===== src/rtl/ifm_packer.sv =====
// Packs a narrow stream of 9-bit IFM elements into 64-lane ifm_port beats.
// The packing register doubles as the output register; partial beats close on group ends.
module ifm_packer #(
    parameter int IN_ELEMS = 8,
    parameter int ELEM_W   = 9
) (
    input  logic                       clk,
    input  logic                       rst_n,
    input  logic                       s_valid,
    output logic                       s_ready,
    input  logic [IN_ELEMS*ELEM_W-1:0] s_data,
    input  logic [IN_ELEMS-1:0]        s_keep,
    input  logic                       s_last,
    input  logic                       s_accum_last,
    output logic                       m_valid,
    input  logic                       m_ready,
    output logic [64*ELEM_W-1:0]       m_data,
    output logic [63:0]                m_data_element_valid,
    output logic                       m_inter_end,
    output logic                       m_accum_end
);

    localparam int OUT_ELEMS = 64;
    localparam int BEATS     = OUT_ELEMS / IN_ELEMS;
    localparam int SLOT_W    = (BEATS > 1) ? $clog2(BEATS) : 1;
    localparam int IN_W      = IN_ELEMS * ELEM_W;
    localparam int OUT_W     = OUT_ELEMS * ELEM_W;
    localparam logic [SLOT_W-1:0] LAST_SLOT = SLOT_W'(BEATS - 1);

    // Zero the data of every element whose keep bit is clear.
    function automatic logic [IN_W-1:0] mask_elems(input logic [IN_W-1:0] data,
                                                   input logic [IN_ELEMS-1:0] keep);
        logic [IN_W-1:0] res;
        res = {IN_W{1'b0}};
        for (int j = 0; j < IN_ELEMS; j++) begin
            res[j*ELEM_W +: ELEM_W] = keep[j] ? data[j*ELEM_W +: ELEM_W] : {ELEM_W{1'b0}};
        end
        return res;
    endfunction

    logic [OUT_W-1:0]    data_r, data_nxt_s, data_base_s;
    logic [63:0]         ev_r, ev_nxt_s, ev_base_s;
    logic                valid_r, valid_nxt_s;
    logic                inter_r, inter_nxt_s;
    logic                accum_r, accum_nxt_s;
    logic [SLOT_W-1:0]   slot_r, slot_nxt_s;
    logic [IN_W-1:0]     masked_s;
    logic                accept_s, fire_s, close_s;

    assign s_ready  = !valid_r || m_ready;
    assign accept_s = s_valid && s_ready;
    assign fire_s   = valid_r && m_ready;
    assign close_s  = accept_s && ((slot_r == LAST_SLOT) || s_last || s_accum_last);
    assign masked_s = mask_elems(s_data, s_keep);

    // Lane writes: a firing beat is cleared first, then the accepted beat lands in its slot.
    always_comb begin
        data_base_s = fire_s ? {OUT_W{1'b0}} : data_r;
        ev_base_s   = fire_s ? 64'h0 : ev_r;
        data_nxt_s  = data_base_s;
        ev_nxt_s    = ev_base_s;
        for (int b = 0; b < BEATS; b++) begin
            data_nxt_s[b*IN_W +: IN_W] = (accept_s && (slot_r == SLOT_W'(b)))
                                         ? masked_s : data_base_s[b*IN_W +: IN_W];
            ev_nxt_s[b*IN_ELEMS +: IN_ELEMS] = (accept_s && (slot_r == SLOT_W'(b)))
                                               ? s_keep : ev_base_s[b*IN_ELEMS +: IN_ELEMS];
        end
    end

    // Slot, valid and group-end flag updates.
    always_comb begin
        if (accept_s && !close_s) begin
            slot_nxt_s = slot_r + SLOT_W'(1);
        end else if (accept_s || fire_s) begin
            slot_nxt_s = {SLOT_W{1'b0}};
        end else begin
            slot_nxt_s = slot_r;
        end

        if (close_s) begin
            valid_nxt_s = 1'b1;
            inter_nxt_s = s_last | s_accum_last;
            accum_nxt_s = s_accum_last;
        end else if (fire_s) begin
            valid_nxt_s = 1'b0;
            inter_nxt_s = 1'b0;
            accum_nxt_s = 1'b0;
        end else begin
            valid_nxt_s = valid_r;
            inter_nxt_s = inter_r;
            accum_nxt_s = accum_r;
        end
    end

    // Packing/output register with asynchronous clear.
    always_ff @(posedge clk or negedge rst_n) begin
        if (!rst_n) begin
            data_r  <= {OUT_W{1'b0}};
            ev_r    <= 64'h0;
            valid_r <= 1'b0;
            inter_r <= 1'b0;
            accum_r <= 1'b0;
            slot_r  <= {SLOT_W{1'b0}};
        end else begin
            data_r  <= data_nxt_s;
            ev_r    <= ev_nxt_s;
            valid_r <= valid_nxt_s;
            inter_r <= inter_nxt_s;
            accum_r <= accum_nxt_s;
            slot_r  <= slot_nxt_s;
        end
    end

    assign m_valid              = valid_r;
    assign m_data               = data_r;
    assign m_data_element_valid = ev_r;
    assign m_inter_end          = inter_r;
    assign m_accum_end          = accum_r;

endmodule


===== config.mk =====
export PLATFORM = sky130hd
export DESIGN_NAME = ifm_packer
export DESIGN_NICKNAME = d
export VERILOG_FILES = /design/src/rtl/ifm_packer.sv
export SDC_FILE = /design/constraint.sdc
export NUM_CORES = 1
export LEC_CHECK = 0
export BUFFER_PORTS_ARGS = -buffer_cell sky130_fd_sc_hd__buf_4
export CAP_MARGIN = 20
export CORE_ASPECT_RATIO = 1.5
export CORE_MARGIN = 2
export CORE_UTILIZATION = 26
export CTS_BUF_LIST = sky130_fd_sc_hd__clkbuf_4 sky130_fd_sc_hd__clkbuf_8 sky130_fd_sc_hd__clkbuf_16
export DETAILED_ROUTE_END_ITERATION = 8
export MAX_ROUTING_LAYER = met4
export PLACE_DENSITY_LB_ADDON = 0.25
export SETUP_SLACK_MARGIN = 0.4
export SLEW_MARGIN = 25
export SYNTH_ARGS = -nofsm -noshare
export SYNTH_HDL_FRONTEND = slang
export SYNTH_SLANG_ARGS = --single-unit

===== constraint.sdc =====
create_clock -name clk -period 2 [get_ports clk]
set_input_delay 0.4 -clock clk [delete_from_list [all_inputs] [get_ports clk]]
set_output_delay 0.4 -clock clk [all_outputs]
set_load 0.01 [all_outputs]

==> impl_metrics.csv <==
group,metric,value,unit
placement,place_hpwl,68000,µm
global_route,grtUsageTotal,25.8,%
synth,syn-num-nets,1748,
synth,synthCells,1656,
synth,synth_edf_count,0,
global_route,grt_overflow,0,
clocking,htree_levels,3,
global_route,grt_first_pass_wirelength,167000,µm
drt,drt-wirelength-per-cell,35.1,µm
placement,place_inst,3411,
cells_and_area,drive_above_1_share,44.9,%
cells_and_area,layout.cells.non_filler,3722,
die,rows,136,
setup_path,worst-r2r-setup-slack,0.1,ns
setup_path,cp-start-kind,"flip-flop",
timing,slew_headroom,58.9,%
synth,ys_ff_latch,646,
synth,ys_seq_area_share,67.4,%
clocking,clock_sinks,646,
global_route,grt_antenna_before_repair,8,
clocking,cts_tree,"yes",
die,fp.dieH,376,µm
run_status,outcome,"finished clean",
synth,postSynthAreaPerCell,14.5,µm²
cells_and_area,nFillCells,8533,
setup_path,slowest_stage,"dfrtp_2",
die,die_w,252,µm
clocking,path_clk_slew,0.06,ns
global_route,grt_max_degree,78,
drt,drtPass1Iterations,5,
timing,fin_setup_tns,0,ns
timing,rsz0062_at_grt,"true",
power,p_total,31600,µW
timing,finalWorstPathRequiredPeriod,1.90,ns
die,io_pins,730,
setup_path,criticalPathCategory,"reg2reg",
clocking,numCtsBuffers,68,
cells_and_area,layout.nets,2586,
setup_path,crit_fanout,5,
global_route,grt_pass1_vias,20200,
synth,netlist_area,0.0240,mm²
placement,gp_congestion,0.830,
cells_and_area,synthToLayoutAreaGrowth,55.6,%
timing,hold_ws,0.0856,ns
synth,yosys_warnings,0,
clocking,cts_buffer_depth,3,
hold_path,hold_path_class,"in2reg",
timing,skew,0.0197,ns
power,p_per_area,848,mW/mm²
power,ir_drop,0.695,mV
setup_path,arrival,2.43,ns
timing,finalHoldViolCount,0,
die,dieArea,0.0948,mm²
job,cap_violations,0,
cells_and_area,final_common_cell,"buf_4",
power,p_leak,0.0189,µW
synth,async_reset_ff_share,100,%
drt,drt_iter0_markers,1804,
die,core,0.0915,mm²
setup_path,crit_required,2.53,ns
drt,drc,0,
timing,tightestPinTransition,0.617,ns
cells_and_area,final_cell_mix,"buf_4 (765), dfrtp_1 (643), a22o_1 (616)",
drt,antenna_left,0,
setup_path,crit_top_cell,"buf_12",
setup_path,crit_chain,"buf_12, ha_4, nor2b_4, and3_4, buf_12, buf_12, buf_16, a32o_1",
drt,vias,20200,
timing,finalSetupViolCount,0,
placement,port_buffers,729,
clocking,cts-root-buf,"clkbuf_16",
timing,fin_crit_sh,95.0,%
setup_path,slowest_delay,0.47,ns
synth,synthFlopType,"dfrtp_1",
drt,wl,131000,µm
timing,drv_slew,0,
die,start_util,26.2,%
synth,synthDistinctLibCells,29,
clocking,worstSkewPairLatency,0.66,ns
drt,viasPerCell,5.44,
setup_path,worst_setup_path_end_kind,"flip-flop",
timing,max_freq,526,MHz
power by group:
part	internal [µW]	switching, µW
Combinational	1840	2550
Clock	7900	5650
Sequential	13400	258
cell type report:
type,instances,area [µm²],area share (%)
repair buffers,988,10500,28.2
flip-flops and latches,646,16200,43.3
inverters,15,63.8,0.171
multi-input cells,775,6740,18.1
clock buffers,94,2020,5.42
clock inverters,25,322,0.862
diodes,6,15.0,0.0402
well taps,1173,1470,3.93
state kept, by name, indices dropped and copies added, names as in the netlist:
signal	cells
m_valid	1
m_accum_end	1
m_data	576
m_data_element_valid	64
slot_r	3
m_inter_end	1
per-layer routing:
| metal | wire [µm] | GRT usage, % | vias up |
|---|---|---|---|
| met5 | 0 | - | - |
| met4 | 7020 | 11.7 | 0 |
| met3 | 9540 | 4.77 | 276 |
| met2 | 64300 | 42.0 | 1259 |
| met1 | 49900 | 31.1 | 10800 |
| li1 | - | - | 7923 |
per-stage QoR:
step	utilization, %	setup slack [ns]	instance area (µm²)
after detailed placement	33.7	-0.123	30800
after global routing	40.8	0.0572	37300
after CTS	39.6	0.0588	36200
after floorplan	-	0.370	24000
after global placement	33.7	-0.0663	30800
final	40.8	0.0997	37300
repair_timing:
item                                   in CTS  in global routing
buffers inserted                           64                 22
pin swaps                                  30                 20
endpoints found under the hold margin      33                  0
gates resized for setup                   154                 59
gates cloned                               66                 31
setup endpoints to repair                1284               1284
hold buffers                                3                  0
cells in the mapped netlist, drive strengths merged, types with 5 or more instances:
cell type,number,area share [%]
o21ai,5,0.10
and3,5,0.17
nor3,5,0.27
buf,209,5.0
a22o,616,22
dfrtp,646,67
a32o,8,0.33
inv,15,0.25
clkbuf,12,0.19
ha,6,0.31
and2,72,1.9
mux2i,17,0.71
nand2,24,0.38
logic make-up after synthesis:
kind of cell    synth area share (%)
fa+ha+maj                      0.313
buf+inv                         5.41
mux                            0.709
simple gates                    2.82
flops                           67.4
compound gates                  23.4
final timing paths:
kind,cells past startpoint,end,start
worst max-delay path,8,m_data[143],slot_r[0]
worst min-delay path,2,m_data[215],s_data[71]
worst max register to register,8,m_data[143],slot_r[0]
worst min register to register,1,m_data[436],m_data[436]
max in group asynchronous,4,m_data[474],rst_n
min in group asynchronous,2,m_data[356],rst_n
critical path: cells and delay by family, from the launching register on:
| kind | cells | cell delay [ns] |
|---|---|---|
| fa+ha+maj | 1 | 0.17 |
| compound gates | 1 | 0.21 |
| buf+inv | 4 | 0.57 |
| simple gates | 2 | 0.35 |
| flops | 1 | 0.47 |
No activity file was read; power rests on OpenSTA's default activity.
